===== src/rtl/hazard_scoreboard_if.sv =====
// ID-side request and EX-side forwarding/stall response of the hazard scoreboard.
interface hazard_scoreboard_if #(
    parameter int NSRC  = 2,
    parameter int SELW  = 2,
    parameter int CNT_W = 16
);
    logic                 id_valid;
    logic [NSRC*5-1:0]    id_rs;
    logic [NSRC-1:0]      id_rs_used;
    logic [4:0]           id_rd;
    logic                 id_we;
    logic                 id_is_load;
    logic                 id_is_multi;
    logic                 multi_done;
    logic                 flush;
    logic                 stall;
    logic [NSRC*SELW-1:0] ex_fwd_sel;
    logic                 ex_valid;
    logic [CNT_W-1:0]     stall_cnt;

    modport master (
        output id_valid, id_rs, id_rs_used, id_rd, id_we, id_is_load, id_is_multi,
               multi_done, flush,
        input  stall, ex_fwd_sel, ex_valid, stall_cnt
    );

    modport slave (
        input  id_valid, id_rs, id_rs_used, id_rd, id_we, id_is_load, id_is_multi,
               multi_done, flush,
        output stall, ex_fwd_sel, ex_valid, stall_cnt
    );
endinterface


===== src/rtl/hazard_scoreboard.sv =====
// Shadow pipeline of in-flight register writers: per-operand forwarding selects,
// load-use / multi-cycle stalls, flush bubbling and a saturating stall counter.
module hazard_scoreboard #(
    parameter int NSRC     = 2,
    parameter int DEPTH    = 3,
    parameter int LOAD_LAT = 1,
    parameter int SELW     = (DEPTH > 2) ? $clog2(DEPTH) : 1,
    parameter int CNT_W    = 16
) (
    input  logic               clk,
    input  logic               rst,
    hazard_scoreboard_if.slave bus
);
    localparam int              SW1     = SELW + 1;
    localparam logic [SELW:0]   DEPTH_W = SW1'(DEPTH);
    localparam logic [SELW-1:0] LOAD_W  = SELW'(LOAD_LAT);

    logic [DEPTH-1:0]           valid_r;
    logic [DEPTH-1:0]           we_r;
    logic [DEPTH-1:0]           load_r;
    logic [DEPTH-1:0][4:0]      rd_r;
    logic                       multi0_r;
    logic [NSRC-1:0][4:0]       ex_rs_r;
    logic [NSRC-1:0]            ex_used_r;
    logic [NSRC-1:0][SELW-1:0]  sel_r;
    logic [CNT_W-1:0]           cnt_r;

    logic [DEPTH-1:0]           writer_s;
    logic [DEPTH-1:0]           ex_mask_s;
    logic [NSRC-1:0]            id_used_s;
    logic [NSRC-1:0][SELW-1:0]  id_cand_s;
    logic [NSRC-1:0][SELW-1:0]  ex_cand_s;
    logic                       load_hz_s;
    logic                       multi_hz_s;
    logic                       stall_s;

    // Youngest (lowest-index) slot in wr_mask writing rs, returned as {hit, slot}.
    function automatic logic [SELW:0] find_writer(input logic [4:0] rs,
                                                  input logic [DEPTH-1:0] wr_mask,
                                                  input logic [DEPTH-1:0][4:0] rd);
        logic [SELW:0] res;
        res = {SW1{1'b0}};
        for (int k = DEPTH - 1; k >= 0; k--) begin
            if (wr_mask[k] && (rd[k] == rs)) begin
                res = {1'b1, SELW'(k)};
            end
        end
        return res;
    endfunction

    // A writer found in slot k will sit in slot k+1 once the reader is in EX.
    function automatic logic [SELW-1:0] cand_of(input logic [SELW:0] m);
        logic [SELW:0] nxt;
        nxt = {1'b0, m[SELW-1:0]} + {{SELW{1'b0}}, 1'b1};
        if (m[SELW] && (nxt < DEPTH_W)) begin
            return nxt[SELW-1:0];
        end else begin
            return {SELW{1'b0}};
        end
    endfunction

    // Writer mask, ID-side and held-EX lookups, hazard decode.
    always_comb begin
        logic [SELW:0] m;
        logic [4:0]    rs;
        m         = {SW1{1'b0}};
        rs        = 5'd0;
        load_hz_s = 1'b0;
        for (int k = 0; k < DEPTH; k++) begin
            writer_s[k] = valid_r[k] & we_r[k] & (rd_r[k] != 5'd0);
        end
        // The held EX instruction must not match its own slot.
        ex_mask_s = {writer_s[DEPTH-1:1], 1'b0};
        for (int s = 0; s < NSRC; s++) begin
            rs           = bus.id_rs[5*s +: 5];
            id_used_s[s] = bus.id_valid & bus.id_rs_used[s] & (rs != 5'd0);
            m            = id_used_s[s] ? find_writer(rs, writer_s, rd_r) : {SW1{1'b0}};
            id_cand_s[s] = cand_of(m);
            load_hz_s    = load_hz_s | (m[SELW] & load_r[m[SELW-1:0]] & (m[SELW-1:0] < LOAD_W));
            m            = ex_used_r[s] ? find_writer(ex_rs_r[s], ex_mask_s, rd_r) : {SW1{1'b0}};
            ex_cand_s[s] = cand_of(m);
        end
        multi_hz_s = valid_r[0] & multi0_r & ~bus.multi_done;
        stall_s    = ~bus.flush & (load_hz_s | multi_hz_s);
    end

    // Shadow pipeline advance, EX select register and stall counter.
    always_ff @(posedge clk) begin
        if (!rst) begin
            valid_r   <= {DEPTH{1'b0}};
            we_r      <= {DEPTH{1'b0}};
            load_r    <= {DEPTH{1'b0}};
            rd_r      <= {(DEPTH*5){1'b0}};
            multi0_r  <= 1'b0;
            ex_rs_r   <= {(NSRC*5){1'b0}};
            ex_used_r <= {NSRC{1'b0}};
            sel_r     <= {(NSRC*SELW){1'b0}};
            cnt_r     <= {CNT_W{1'b0}};
        end else begin
            if (stall_s && (cnt_r != {CNT_W{1'b1}})) begin
                cnt_r <= cnt_r + {{(CNT_W-1){1'b0}}, 1'b1};
            end
            for (int k = DEPTH - 1; k >= 2; k--) begin
                valid_r[k] <= valid_r[k-1];
                we_r[k]    <= we_r[k-1];
                load_r[k]  <= load_r[k-1];
                rd_r[k]    <= rd_r[k-1];
            end
            if (bus.flush) begin
                valid_r[1:0] <= 2'b00;
                multi0_r     <= 1'b0;
                ex_used_r    <= {NSRC{1'b0}};
                sel_r        <= {(NSRC*SELW){1'b0}};
            end else if (multi_hz_s) begin
                valid_r[1] <= 1'b0;
                sel_r      <= ex_cand_s;
            end else begin
                valid_r[1] <= valid_r[0];
                we_r[1]    <= we_r[0];
                load_r[1]  <= load_r[0];
                rd_r[1]    <= rd_r[0];
                if (load_hz_s) begin
                    valid_r[0] <= 1'b0;
                    multi0_r   <= 1'b0;
                    ex_used_r  <= {NSRC{1'b0}};
                    sel_r      <= {(NSRC*SELW){1'b0}};
                end else begin
                    valid_r[0] <= bus.id_valid;
                    we_r[0]    <= bus.id_we;
                    load_r[0]  <= bus.id_is_load;
                    rd_r[0]    <= bus.id_rd;
                    multi0_r   <= bus.id_is_multi;
                    ex_rs_r    <= bus.id_rs;
                    ex_used_r  <= id_used_s;
                    sel_r      <= id_cand_s;
                end
            end
        end
    end

    assign bus.stall      = stall_s;
    assign bus.ex_fwd_sel = sel_r;
    assign bus.ex_valid   = valid_r[0];
    assign bus.stall_cnt  = cnt_r;
endmodule


===== src/flat_wrapper.sv =====
// flat-port wrapper written by rule: the top's interface ports become plain ports
module hazard_scoreboard_flat 
#(
    parameter int NSRC     = 2,
    parameter int DEPTH    = 3,
    parameter int LOAD_LAT = 1,
    parameter int SELW     = (DEPTH > 2) ? $clog2(DEPTH) : 1,
    parameter int CNT_W    = 16
)
  (clk, rst, bus_id_valid, bus_id_rs, bus_id_rs_used, bus_id_rd, bus_id_we, bus_id_is_load, bus_id_is_multi, bus_multi_done, bus_flush, bus_stall, bus_ex_fwd_sel, bus_ex_valid, bus_stall_cnt);
  hazard_scoreboard_if #(.NSRC(NSRC), .SELW(SELW), .CNT_W(CNT_W)) bus_i ();
  input  logic clk;
  input  logic rst;
  input wire logic [$bits(bus_i.id_valid)-1:0] bus_id_valid;
  input wire logic [$bits(bus_i.id_rs)-1:0] bus_id_rs;
  input wire logic [$bits(bus_i.id_rs_used)-1:0] bus_id_rs_used;
  input wire logic [$bits(bus_i.id_rd)-1:0] bus_id_rd;
  input wire logic [$bits(bus_i.id_we)-1:0] bus_id_we;
  input wire logic [$bits(bus_i.id_is_load)-1:0] bus_id_is_load;
  input wire logic [$bits(bus_i.id_is_multi)-1:0] bus_id_is_multi;
  input wire logic [$bits(bus_i.multi_done)-1:0] bus_multi_done;
  input wire logic [$bits(bus_i.flush)-1:0] bus_flush;
  output wire logic [$bits(bus_i.stall)-1:0] bus_stall;
  output wire logic [$bits(bus_i.ex_fwd_sel)-1:0] bus_ex_fwd_sel;
  output wire logic [$bits(bus_i.ex_valid)-1:0] bus_ex_valid;
  output wire logic [$bits(bus_i.stall_cnt)-1:0] bus_stall_cnt;
  assign bus_i.id_valid = bus_id_valid;
  assign bus_i.id_rs = bus_id_rs;
  assign bus_i.id_rs_used = bus_id_rs_used;
  assign bus_i.id_rd = bus_id_rd;
  assign bus_i.id_we = bus_id_we;
  assign bus_i.id_is_load = bus_id_is_load;
  assign bus_i.id_is_multi = bus_id_is_multi;
  assign bus_i.multi_done = bus_multi_done;
  assign bus_i.flush = bus_flush;
  assign bus_stall = bus_i.stall;
  assign bus_ex_fwd_sel = bus_i.ex_fwd_sel;
  assign bus_ex_valid = bus_i.ex_valid;
  assign bus_stall_cnt = bus_i.stall_cnt;
  hazard_scoreboard #(.NSRC(NSRC), .DEPTH(DEPTH), .LOAD_LAT(LOAD_LAT), .SELW(SELW), .CNT_W(CNT_W)) u_core (.clk(clk), .rst(rst), .bus(bus_i));
endmodule

===== config.mk =====
export PLATFORM = sky130hd
export DESIGN_NAME = hazard_scoreboard_flat
export DESIGN_NICKNAME = d
export VERILOG_FILES = /design/src/rtl/hazard_scoreboard_if.sv /design/src/rtl/hazard_scoreboard.sv /design/src/flat_wrapper.sv
export SDC_FILE = /design/constraint.sdc
export NUM_CORES = 1
export LEC_CHECK = 0
export ABC_CLOCK_PERIOD_IN_PS = 6200
export CORE_ASPECT_RATIO = 1.75
export CORE_MARGIN = 2
export CORE_UTILIZATION = 48
export CTS_CLUSTER_DIAMETER = 40
export CTS_CLUSTER_SIZE = 10
export DETAILED_ROUTE_END_ITERATION = 12
export PLACE_DENSITY = 0.77
export SYNTH_ARGS = -nofsm -noshare
export SYNTH_HDL_FRONTEND = slang
export SYNTH_SLANG_ARGS = --single-unit

===== constraint.sdc =====
create_clock -name clk -period 6.2 [get_ports clk]
set_input_delay 1.86 -clock clk [delete_from_list [all_inputs] [get_ports clk]]
set_output_delay 1.86 -clock clk [all_outputs]
set_load 0.005 [all_outputs]

==> metrics.log, run 1 <==
[metrics] Final Setup Violations: 0
[metrics] Setup TNS: 0 ns
[metrics] transition time at the pin with the least slew margin: 0.988 ns
[metrics] Cell variety after synth: 43
[metrics] final design area excluding fillers: 4090 um^2
[metrics] area of the mapped netlist: roughly 3000 um^2
[metrics] dominant register cell in the synthesized netlist: dfxtp_1
[metrics] core region area: 6090 um^2
[metrics] post-synthesis cell type with the largest combined area: dfxtp_1
[metrics] Vias/cell: approximately 5.7
[metrics] combinational share of power: 12.0%
[metrics] worst hold path startpoint: u_core.ex_used_r[0]
[metrics] clock power share: 38.1%
[metrics] max capacitance violation total: 0
[metrics] reg-to-reg setup timing slack: between 1 and 1.5 ns
[metrics] number of synthesized flops with an enable pin: 0
[metrics] outcome: finished clean
[metrics] power density relative to cell area: 191 nW/um^2
[metrics] number of slew-limit violations in the final report: 0
[metrics] hold path cells: 2
[metrics] R2R Path End: u_core.bus.ex_fwd_sel[3]
[metrics] depth of the worst register-to-register path: 30
[metrics] number of diodes added for antenna fixing: 0
[metrics] post-synthesis to final-layout area growth: 37.1%
[metrics] clock-pin slew on the worst setup and hold paths: 0.07 ns
[metrics] post-layout worst setup margin: around 0.12 ns
[metrics] final cycle utilization of the critical path: a little over nine tenths
[metrics] minimum period implied by the final worst setup slack: 6.08 ns
[metrics] cell chosen for the clock root: clkbuf_8
[metrics] hold_buf cts: 0
[metrics] Critical Path End Type: output pin
[metrics] number of warnings reported in the yosys synthesis log: 0
[metrics] sequential-to-total area share from yosys stat: between 30% and 40%
[metrics] critical path data required time: between 4 and 5 ns
[metrics] Initial Util: approximately half
[metrics] overflow left after global routing: 0
[metrics] highest clock rate: about 0.16 GHz
[metrics] DRT iter0 DRCs: 140
[metrics] number of vias in the routed layout: between 3,000 and 4,000
[metrics] die area: roughly 6900 um^2
[metrics] Yosys reg bits: 57
[metrics] hold violation count in the final report: 0
[metrics] buffering stage count on the worst path with inverters included: 3
[metrics] critical-path cell with the highest stage delay: clkdlybuf4s50_1
[metrics] Worst slew margin: 33.8%
[metrics] pre-CTS WS: -0.653 ns
[metrics] Flop pwr share: between 40 and 50%
[metrics] leading post-synthesis cells by instance count: 57 x dfxtp_1, 46 x nand2_1, 32 x o21ai_0, 29 x nand3_1, 23 x a21oi_1
[metrics] y dimension of the die: between 100 and 150 um
[metrics] worst vdd ir: between 150 and 200 uV
[metrics] antenna violations before repair: 0
[metrics] terminating pin of the worst hold path: u_core.ex_used_r[0]
[metrics] core occupancy in the finished layout: about two thirds
[metrics] critical path peak fanout: 3
[metrics] number of H-tree branching levels: 3
[metrics] number of search-and-repair iterations in the first detailed-routing pass: 4
[metrics] share of the synthesized area in the top cell type: a little under two fifths
[metrics] wire length per cell after detailed routing: roughly 16 um
[metrics] launch instance of the worst register-to-register path: u_core.rd_r[6]
[metrics] leading post-synthesis cells by cell area: dfxtp_1 38%, xnor2_1 6.2%, nand2_1 5.8%
[metrics] path class of the lowest-slack min-delay path: flip-flop to flip-flop
[metrics] DP Area: 3640 um^2
[metrics] post-detail-place hpwl: roughly 5.9 mm
[metrics] leakage power figure: around 0.0016 uW
[metrics] critical path class: input pin to output pin
[metrics] Internal: between 500 and 600 uW
[metrics] largest net degree at the start of global routing: 58
[metrics] DRT antenna net count: 0
[metrics] wire length of the first global-routing pass: roughly 14 mm
[metrics] fraction of power spent switching nets: around a quarter
[metrics] remaining design rule violation count: 0
[metrics] aggregate routed wire length: 8.82 mm
[metrics] port bufs: 46
[metrics] clock tree from TritonCTS: built
[metrics] Critical Path Max Stage Delay: roughly 0.50 ns
[metrics] Crit path arrival time: ~4.2 ns
[metrics] number of nets in the layout: between 400 and 500
[metrics] asr flop ratio synth: 0%
[metrics] placer's final routability congestion estimate: around 0.93
[metrics] clk_lat worst skew: roughly 0.34 ns
[metrics] maximum buffer depth of the clock tree: 2
[metrics] worst clock skew: approximately 0.009 ns
[metrics] layout cells sized above 1: roughly 20%
[metrics] cell with the most instances after synthesis: dfxtp_1
[metrics] average footprint of a synthesized cell: between 8 and 9 um^2
[metrics] number of core rows: 38
[metrics] startpoint type of the worst setup path: input pin
[metrics] post-synth net total: 400
[metrics] Die Wd: around 64 um
[metrics] ordered cell list for the critical path: clkdlybuf4s50_1, nand2_2, or4_4, nor4_4, and3_4, inv_1, ha_2, o2111a_1, o41ai_2, a41oi_2, a21oi_2, nor2_1, buf_2
[metrics] global-route usage over all layers: between 20% and 30%
[metrics] number of buffers inserted during clock tree synthesis: 9
[metrics] switching component of the power: about 210 uW
[metrics] gate count of the mapped netlist: 370
[metrics] clock sinks: 57
[metrics] via count of the first global-routing pass: about 2,800
[metrics] kind of cell adding the most delay to the critical path: simple AND/OR/NAND/NOR gates
[metrics] # IOs: 47
[metal layers]
metal  vias up  GRT usage (%)  routed length, um
li1       1459              -                  -
met5         -              0                  0
met1      1443           26.0               3210
met4         0           18.2                553
met2       122           46.6               4670
met3        40           5.72                397
[sequential cells by signal, indices dropped and copies added, names as in the netlist]
signal                 cells
u_core.bus.stall_cnt      16
u_core.rd_r               15
u_core.ex_rs_r            10
u_core.bus.ex_fwd_sel      4
u_core.load_r              3
u_core.valid_r             3
u_core.we_r                3
u_core.ex_used_r           2
u_core.multi0_r            1
[layout make-up]
| class | instances | area, um^2 |
|---|---|---|
| fillers | 517 | 1990 |
| multi-input cells | 282 | 1820 |
| flip-flops and latches | 57 | 1140 |
| inverters | 7 | 26.3 |
| clock buffers | 11 | 141 |
| clock inverters | 4 | 20.0 |
| well taps | 80 | 100 |
| repair buffers | 98 | 845 |
[worst max path at each step]
stage,slack (ns),depth (start not counted),start,to
floorplan,0.12,13,bus_id_rs[6],bus_stall
global placement,-0.62,13,bus_id_rs[6],bus_stall
detailed placement,-0.65,13,bus_id_rs[6],bus_stall
CTS,0.001,13,bus_id_rs_used[1],bus_stall
global route,-0.006,13,bus_id_rs_used[1],bus_stall
finish,0.12,13,bus_id_rs_used[1],bus_stall
[tightest hold or removal path, stage by stage, from the launching register on]
cell and delay, ns:
dfxtp_1 0.31, nand2_1 0.05, a21oi_1 0.05
[cell families (layout without fill, tap and decap cells)]
group	after synthesis	count (layout)	synth area share, %
compound gates	69	69	13.4
xor+xnor	40	40	11.7
fa+ha+maj	5	5	2.10
buf+inv	31	120	4.44
flops	57	57	38.2
mux	5	5	1.68
simple gates	163	163	28.4
[cells in the final DEF (no fill, tap or decap), types with 11 or more instances in the layout]
master / n
and2_1: 11
nor2_1: 14
xnor2_1: 21
dfxtp_1: 57
nand2_1: 45
nand3_1: 29
a21oi_1: 23
buf_4: 49
or3_1: 12
xor2_1: 18
o21ai_0: 31
clkdlybuf4s50_1: 39
[repair_timing]
action | in CTS | in global routing
pin swaps | 6 | 11
setup buffers | 22 | 4
gates cloned | 0 | 0
resized for setup | 26 | 19
setup endpoints to repair | 1 | 3
[power by group through the flow]
stage	logic (uW)	registers, uW	clock network (uW)
finish	93.6	389	298
global route	102	390	319
CTS	89.6	389	299
detailed placement	88.0	397	0
global placement	86.1	396	0
floorplan	51.2	391	0
[per-stage QoR]
stage                     total power [uW]  hold WS, ns  std cells
after floorplan                        442        0.430        370
after global placement                 482        0.438        499
after detailed placement               485        0.443        499
after CTS                              777        0.456        536
after global routing                   811        0.489        539
final                                  780        0.459        539
Note: power is estimated with default switching activity, not from simulation.
==> run 2: changes to the inputs <==
ABC_CLOCK_PERIOD_IN_PS = 6600   (was 6200)
CORE_UTILIZATION = 54   (was 48)
PLACE_DENSITY = 0.82   (was 0.77)
clock period = 6.6 ns   (was 6.2 ns; I/O delays follow)
==> metrics.log, run 2 (synthesized netlist as in run 1, its figures left out) <==
[metrics] max capacitance violation total: 0 (unchanged)
[metrics] antenna violations before repair: 0 (unchanged)
[metrics] number of diodes added for antenna fixing: 0 (unchanged)
[metrics] die area: 6160 um^2 (was 6890 um^2)
[metrics] depth of the worst register-to-register path: 12 (was 30)
[metrics] hold path cells: 1 (was 2)
[metrics] number of nets in the layout: 462 (was 485)
[metrics] remaining design rule violation count: 0 (unchanged)
[metrics] critical path data required time: 4.62 ns (was 4.34 ns)
[metrics] most frequent standard cell in the layout excluding fill and tap cells: dfxtp_1 (unchanged)
[metrics] final cycle utilization of the critical path: between 90% and 100%
[metrics] unrepaired setup endpoints after global routing: no
[metrics] DRT antenna net count: 0 (unchanged)
[metrics] launch instance of the worst register-to-register path: u_core.rd_r[9] (was u_core.rd_r[6])
[metrics] critical path peak fanout: 2 (was 3)
[metrics] transition time at the pin with the least slew margin: 0.986 ns (was 0.988 ns)
[metrics] clock sinks: 57 (unchanged)
[metrics] number of core rows: 35 (was 38)
[metrics] number of buffers inserted during clock tree synthesis: 9 (unchanged)
[metrics] leakage power figure: 0.00151 uW (was 0.00160 uW)
[metrics] count of cell instances traversed by the critical path: 13 (unchanged)
[metrics] critical-path cell with the highest stage delay: or4_4 (was clkdlybuf4s50_1)
[metrics] startpoint type of the worst setup path: input pin (unchanged)
[metrics] global-route usage over all layers: 27.7% (was 25.9%)
[metrics] number of H-tree branching levels: 3 (unchanged)
[metrics] maximum buffer depth of the clock tree: 2 (unchanged)
[metrics] commonest cells after routing, fill and taps aside: 57 x dfxtp_1, 46 x nand2_1, 39 x clkdlybuf4s50_1 (was 57 x dfxtp_1, 49 x buf_4, 45 x nand2_1)
[metrics] outcome: finished clean (unchanged)
[metrics] clock-pin slew on the worst setup and hold paths: 0.07 ns (about the same)
[metrics] path class of the lowest-slack min-delay path: flip-flop to flip-flop (unchanged)
[metrics] core region area: 5300 um^2 (was 6090 um^2)
[metrics] overflow left after global routing: 0 (unchanged)
[metrics] largest net degree at the start of global routing: 58 (unchanged)
[metrics] layout cells sized above 1: 12.9% (was 20.3%)
[metrics] hold violation count in the final report: 0 (unchanged)
[metrics] kind of cell adding the most delay to the critical path: simple AND/OR/NAND/NOR gates (unchanged)
[metrics] power density relative to cell area: 186 nW/um^2 (was 191 nW/um^2)
[metrics] number of filler cells placed in the layout: 427 (was 517)
[metrics] worst vdd ir: 142 uV (was 185 uV)
[metrics] wire length per cell after detailed routing: 16.0 um (was 16.4 um)
[metrics] post-synthesis to final-layout area growth: 29.2% (was 37.1%)
[metrics] # IOs: 47 (unchanged)
[metrics] placer's final routability congestion estimate: 0.882 (was 0.925)
[metrics] Initial Util: 56.3% (was 49.0%)
[metrics] critical path class: input pin to output pin (unchanged)
[metrics] clock tree from TritonCTS: built (unchanged)
[metrics] DRT iter0 DRCs: 114 (was 140)
[metrics] terminating pin of the worst hold path: u_core.valid_r[2] (was u_core.ex_used_r[0])
[metrics] number of vias in the routed layout: 2,945 (was 3,064)
[metrics] reg-to-reg setup timing slack: 2.78 ns (was 1.19 ns)
[metrics] Largest register FFs: 16 (unchanged)
[metrics] hold_buf cts: 0 (unchanged)
[metrics] Final Setup Violations: 0 (unchanged)
[metrics] Worst slew margin: 34.0% (was 33.8%)
[metrics] via count of the first global-routing pass: 2,789 (was 2,848)
[metrics] Critical Path End Type: output pin (unchanged)
[metrics] number of slew-limit violations in the final report: 0 (unchanged)
[metrics] Vias/cell: 5.79 (was 5.68)
[metrics] buffering stage count on the worst path with inverters included: 3 (unchanged)
[metrics] number of search-and-repair iterations in the first detailed-routing pass: 4 (unchanged)
[metrics] port bufs: 46 (unchanged)
[metrics] worst setup path start: bus_id_valid (was bus_id_rs_used[1])
[metrics] highest clock rate: 0.155 GHz
[metrics] clk_lat worst skew: 0.33 ns (was 0.34 ns)
[metrics] R2R Path End: u_core.ex_rs_r[7] (was u_core.bus.ex_fwd_sel[3])
[metrics] worst clock skew: 0.00757 ns (was 0.00899 ns)
[metrics] wire length of the first global-routing pass: 12.7 mm (was 13.7 mm)
[metrics] Critical Path Max Stage Delay: 0.55 ns (was 0.50 ns)
[metrics] ordered cell list for the critical path: clkdlybuf4s50_1, nand2_1, or4_4, nor4_4, and3_4, inv_1, ha_1, o2111a_1, o41ai_1, a41oi_1, a21oi_2, nor2_1, buf_2 (was clkdlybuf4s50_1, nand2_2, or4_4, nor4_4, and3_4, inv_1, ha_2, o2111a_1, o41ai_2, a41oi_2, a21oi_2, nor2_1, buf_2)
[metrics] Die Wd: 60.2 um (was 63.6 um)
[metrics] pre-CTS WS: -0.507 ns (was -0.653 ns)
[metrics] y dimension of the die: 102 um (was 108 um)
[metrics] post-detail-place hpwl: 5.73 mm (was 5.85 mm)
[metrics] Crit path arrival time: 4.48 ns (was 4.22 ns)
[metrics] worst hold path startpoint: u_core.valid_r[1] (was u_core.ex_used_r[0])
[metrics] minimum period implied by the final worst setup slack: about 6.5 ns
[metrics] aggregate routed wire length: 8.17 mm (was 8.82 mm)
[metrics] cell chosen for the clock root: clkbuf_8 (unchanged)
[metrics] Setup TNS: 0 ns (unchanged)
[metrics] post-layout worst setup margin: 0.143 ns (was 0.118 ns)
run 2: stage by stage:
step | instance area [um^2] | total power (uW) | hold WS, ns | instances | utilization [%]
CTS | 3810 | 716 | 0.465 | 507 | 71.9
floorplan | 2980 | 415 | 0.430 | 370 | -
detailed placement | 3620 | 455 | 0.449 | 492 | 68.3
global placement | 3620 | 452 | 0.439 | 492 | 68.3
finish | 3850 | 715 | 0.465 | 509 | 72.8
global route | 3850 | 740 | 0.488 | 509 | 72.8
run 2: per-layer routing:
layer  vias up  wire [um]  track usage [%]  share of wire, %
met5         -          0                0                 0
met4         0        303             14.0               3.7
met3        31        384             4.81               4.7
met2       109       4500             52.5                55
met1      1397       2990             27.4                37
li1       1408          -                -                 -
run 2: power breakdown:
group	internal, uW	switching, uW	total (uW)	leakage (uW)
combinational	41.4	44.7	86.1	0.000967
clock	130	134	264	0.0000778
sequential	354	11.9	366	0.000464
total	525	190	715	0.00151
run 2: layout make-up:
| cell class | instances | area (um^2) | share of cell area [%] |
|---|---|---|---|
| Clock buffer | 10 | 128 | 3.31 |
| Tap cell | 74 | 92.6 | 2.40 |
| Clock inverter | 4 | 22.5 | 0.584 |
| Timing Repair Buffer | 75 | 677 | 17.6 |
| Multi-Input combinational cell | 282 | 1770 | 45.9 |
| Inverter | 7 | 26.3 | 0.682 |
| Sequential cell | 57 | 1140 | 29.6 |
run 2: repair_timing:
| action | 4_1_cts | 5_1_grt |
|---|---|---|
| endpoints found under the setup margin | 1 | 1 |
| pin swaps | 5 | 4 |
| buffers inserted | 1 | 2 |
| resized for setup | 12 | 8 |
run 2: how the worst max path moves through the flow:
stage,to,slack [ns]
after detailed placement,bus_stall,-0.51
after floorplan,bus_stall,0.16
after global routing,bus_stall,0.01
after global placement,bus_stall,-0.45
final,bus_stall,0.14
after CTS,bus_stall,0.01
==> run 3: changes to the inputs <==
CORE_UTILIZATION = 63   (was 54)
DONT_BUFFER_PORTS = 1   (was default)
PLACE_DENSITY = 0.81   (was 0.82)
==> metrics.log, run 3 (synthesized netlist as in run 1, its figures left out) <==
[metrics] outcome: finished clean (unchanged)
[metrics] critical path peak fanout: 5 (was 2)
[metrics] worst vdd ir: 203 uV (was 142 uV)
[metrics] startpoint type of the worst setup path: input pin (unchanged)
[metrics] critical path class: input pin to output pin (unchanged)
[metrics] power density relative to cell area: 238 nW/um^2 (was 186 nW/um^2)
[metrics] switching component of the power: 175 uW (was 190 uW)
[metrics] Setup TNS: 0 ns (unchanged)
[metrics] clock tree from TritonCTS: built (unchanged)
[metrics] Critical Path Max Stage Delay: 0.54 ns (was 0.55 ns)
[metrics] y dimension of the die: 95.0 um (was 102 um)
[metrics] aggregate routed wire length: 7.13 mm (was 8.17 mm)
[metrics] port bufs: 0 (was 46)
[metrics] antenna violations before repair: 0 (unchanged)
[metrics] minimum period implied by the final worst setup slack: 6.32 ns (was 6.46 ns)
[metrics] fraction of power spent switching nets: 23.1% (was 26.6%)
[metrics] Crit path arrival time: 4.34 ns (was 4.48 ns)
[metrics] leakage power figure: 0.00119 uW (was 0.00151 uW)
[metrics] number of slew-limit violations in the final report: 0 (unchanged)
[metrics] path class of the lowest-slack min-delay path: flip-flop to flip-flop (unchanged)
[metrics] critical-path cell with the highest stage delay: or3b_2 (was or4_4)
[metrics] core region area: 4620 um^2 (was 5300 um^2)
[metrics] wire length per cell after detailed routing: 17.1 um (was 16.0 um)
[metrics] DP Cell Count: 401 (was 492)
[metrics] post-layout worst setup margin: 0.277 ns (was 0.143 ns)
[metrics] # IOs: 47 (unchanged)
[metrics] max capacitance violation total: 0 (unchanged)
[metrics] hold path cells: 2 (was 1)
[metrics] Flop pwr share: 48.3% (was 51.1%)
[metrics] critical path data required time: 4.62 ns (about the same)
[metrics] global-route usage over all layers: 29.0% (was 27.7%)
[metrics] buffering stage count on the worst path with inverters included: 1 (was 3)
[metrics] post-CTS setup buffer count: 0 (was 1)
[metrics] depth of the worst register-to-register path: 12 (unchanged)
[metrics] wire length of the first global-routing pass: 11.6 mm (was 12.7 mm)
[metrics] post-detail-place hpwl: 5.14 mm (was 5.73 mm)
[metrics] worst hold slack after final layout: 0.454 ns (was 0.465 ns)
[metrics] kind of cell adding the most delay to the critical path: simple AND/OR/NAND/NOR gates (unchanged)
[metrics] launch instance of the worst register-to-register path: u_core.rd_r[8] (was u_core.rd_r[9])
[metrics] number of vias in the routed layout: 2,603 (was 2,945)
[metrics] unrepaired setup endpoints after global routing: no (unchanged)
[metrics] ordered cell list for the critical path: xor2_1, nor3_1, or3b_2, nor4b_1, inv_1, ha_1, o2111a_1, o41ai_1, a41oi_1, a21oi_2, nor2_1 (was clkdlybuf4s50_1, nand2_1, or4_4, nor4_4, and3_4, inv_1, ha_1, o2111a_1, o41ai_1, a41oi_1, a21oi_2, nor2_1, buf_2)
[metrics] clock power share: 45.3% (was 36.9%)
[metrics] combinational share of power: 6.4% (was 12.0%)
[metrics] Internal: 581 uW (was 525 uW)
[metrics] number of core rows: 33 (was 35)
[metrics] Initial Util: 64.5% (was 56.3%)
[metrics] number of instances resized during post-cts repair: 0 (was 12)
[metrics] DRT antenna net count: 0 (unchanged)
[metrics] number of H-tree branching levels: 3 (unchanged)
[metrics] R2R Path End: u_core.ex_rs_r[9] (was u_core.ex_rs_r[7])
[metrics] Die Wd: 56.0 um (was 60.2 um)
[metrics] hold violation count in the final report: 0 (unchanged)
[metrics] layout cells sized above 1: 6.03% (was 12.9%)
[metrics] Critical Path End Type: output pin (unchanged)
[metrics] transition time at the pin with the least slew margin: 0.958 ns (was 0.986 ns)
[metrics] via count of the first global-routing pass: 2,478 (was 2,789)
[metrics] number of filler cells placed in the layout: 401 (was 427)
[metrics] reg-to-reg setup timing slack: 2.85 ns (was 2.78 ns)
[metrics] clk_lat worst skew: 0.35 ns (was 0.33 ns)
[metrics] number of search-and-repair iterations in the first detailed-routing pass: 4 (unchanged)
[metrics] Vias/cell: 6.24 (was 5.79)
[metrics] die area: 5320 um^2 (was 6160 um^2)
[metrics] cell chosen for the clock root: clkbuf_8 (unchanged)
[metrics] most frequent standard cell in the layout excluding fill and tap cells: dfxtp_1 (unchanged)
[metrics] maximum buffer depth of the clock tree: 2 (unchanged)
[metrics] DRT iter0 DRCs: 76 (was 114)
[metrics] remaining design rule violation count: 0 (unchanged)
[metrics] worst hold path startpoint: u_core.ex_used_r[1] (was u_core.valid_r[1])
[metrics] Largest register FFs: 16 (unchanged)
[metrics] highest clock rate: 0.158 GHz (was 0.155 GHz)
[metrics] pre-CTS WS: 0.279 ns (was -0.507 ns)
[metrics] worst clock skew: 0.00919 ns (was 0.00757 ns)
[metrics] final cycle utilization of the critical path: 95.8% (was 97.8%)
[metrics] overflow left after global routing: 0 (unchanged)
[metrics] clock sinks: 57 (unchanged)
[metrics] filler-free cell count of the finished design: 417 (was 509)
[metrics] Worst slew margin: 35.5% (was 34.0%)
[metrics] post-synthesis to final-layout area growth: 6.33% (was 29.2%)
[metrics] placer's final routability congestion estimate: 0.957 (was 0.882)
[metrics] number of diodes added for antenna fixing: 0 (unchanged)
[metrics] Final Setup Violations: 0 (unchanged)
[metrics] commonest cells after routing, fill and taps aside: 57 x dfxtp_1, 46 x nand2_1, 32 x o21ai_0 (was 57 x dfxtp_1, 46 x nand2_1, 39 x clkdlybuf4s50_1)
[metrics] largest net degree at the start of global routing: 58 (unchanged)
[metrics] number of nets in the layout: 390 (was 462)
[metrics] terminating pin of the worst hold path: u_core.ex_used_r[1] (was u_core.valid_r[2])
[metrics] clock-pin slew on the worst setup and hold paths: 0.07 ns (about the same)
[metrics] hold_buf cts: 0 (unchanged)
[metrics] number of buffers inserted during clock tree synthesis: 9 (unchanged)
-- run 3: cell types whose count changed in the layout (fill, tap and decap cells not counted), sizes merged --
cell / delta
clkdlybuf4s50: -39
buf: -28
clkbuf: +4
dlymetal6s2s: -4
clkinv: -2
bufinv: +1
clkinvlp: -1
dlygate4sd2: -1
-- run 3: worst register-to-register path: stages, from the launching register on --
cell and delay (ns):
dfxtp_1 0.56, xor2_1 0.12, nor3_1 0.32, or3b_2 0.54, nor4b_1 0.36, inv_1 0.13
ha_1 0.22, o2111a_1 0.14, o41ai_1 0.06, a41oi_1 0.14, a211o_1 0.69, nand3_1 0.22
o21ai_0 0.10
-- run 3: cell type report --
type / count / area (um^2) / area share [%]
Sequential cell: 57 / 1140 / 36.0
Timing Repair Buffer: 3 / 22.5 / 0.710
Multi-Input combinational cell: 282 / 1710 / 53.9
Clock buffer: 14 / 173 / 5.44
Tap cell: 52 / 65.1 / 2.05
Clock inverter: 2 / 35.0 / 1.10
Inverter: 7 / 26.3 / 0.828
-- run 3: routing by layer --
layer	wire, um	share of wire, %	track usage, %	vias to the layer above
met5	0	0	0	-
met4	430	6.0	22.8	0
met3	378	5.3	8.68	31
met2	3600	50	48.9	81
met1	2720	38	29.6	1215
li1	-	-	-	1276
-- run 3: per-stage QoR --
| step | power, uW | utilization (%) | cell area, um^2 |
|---|---|---|---|
| after floorplan | 415 | - | 2980 |
| after global placement | 418 | 64.1 | 2970 |
| after detailed placement | 420 | 64.1 | 2970 |
| after CTS | 757 | 68.6 | 3170 |
| after global routing | 777 | 68.6 | 3170 |
| final | 756 | 68.6 | 3170 |
-- run 3: how the worst max path moves through the flow --
stage | start | endpoint | slack (ns) | depth (start not counted)
floorplan | bus_id_rs[6] | bus_stall | 0.16 | 13
global placement | bus_id_rs[6] | bus_stall | 0.36 | 11
detailed placement | bus_id_rs[8] | bus_stall | 0.28 | 11
CTS | bus_id_rs[6] | bus_stall | 0.31 | 11
global route | bus_id_rs[6] | bus_stall | 0.03 | 11
finish | bus_id_rs[6] | bus_stall | 0.28 | 11
-- run 3: power groups by stage --
stage                     registers, uW  logic (uW)  clock network (uW)
after CTS                           365        48.1                 344
after global placement              372        46.3                   0
after global routing                366        54.4                 356
after detailed placement            373        47.4                   0
final                               365        48.1                 342
after floorplan                     367        48.1                   0
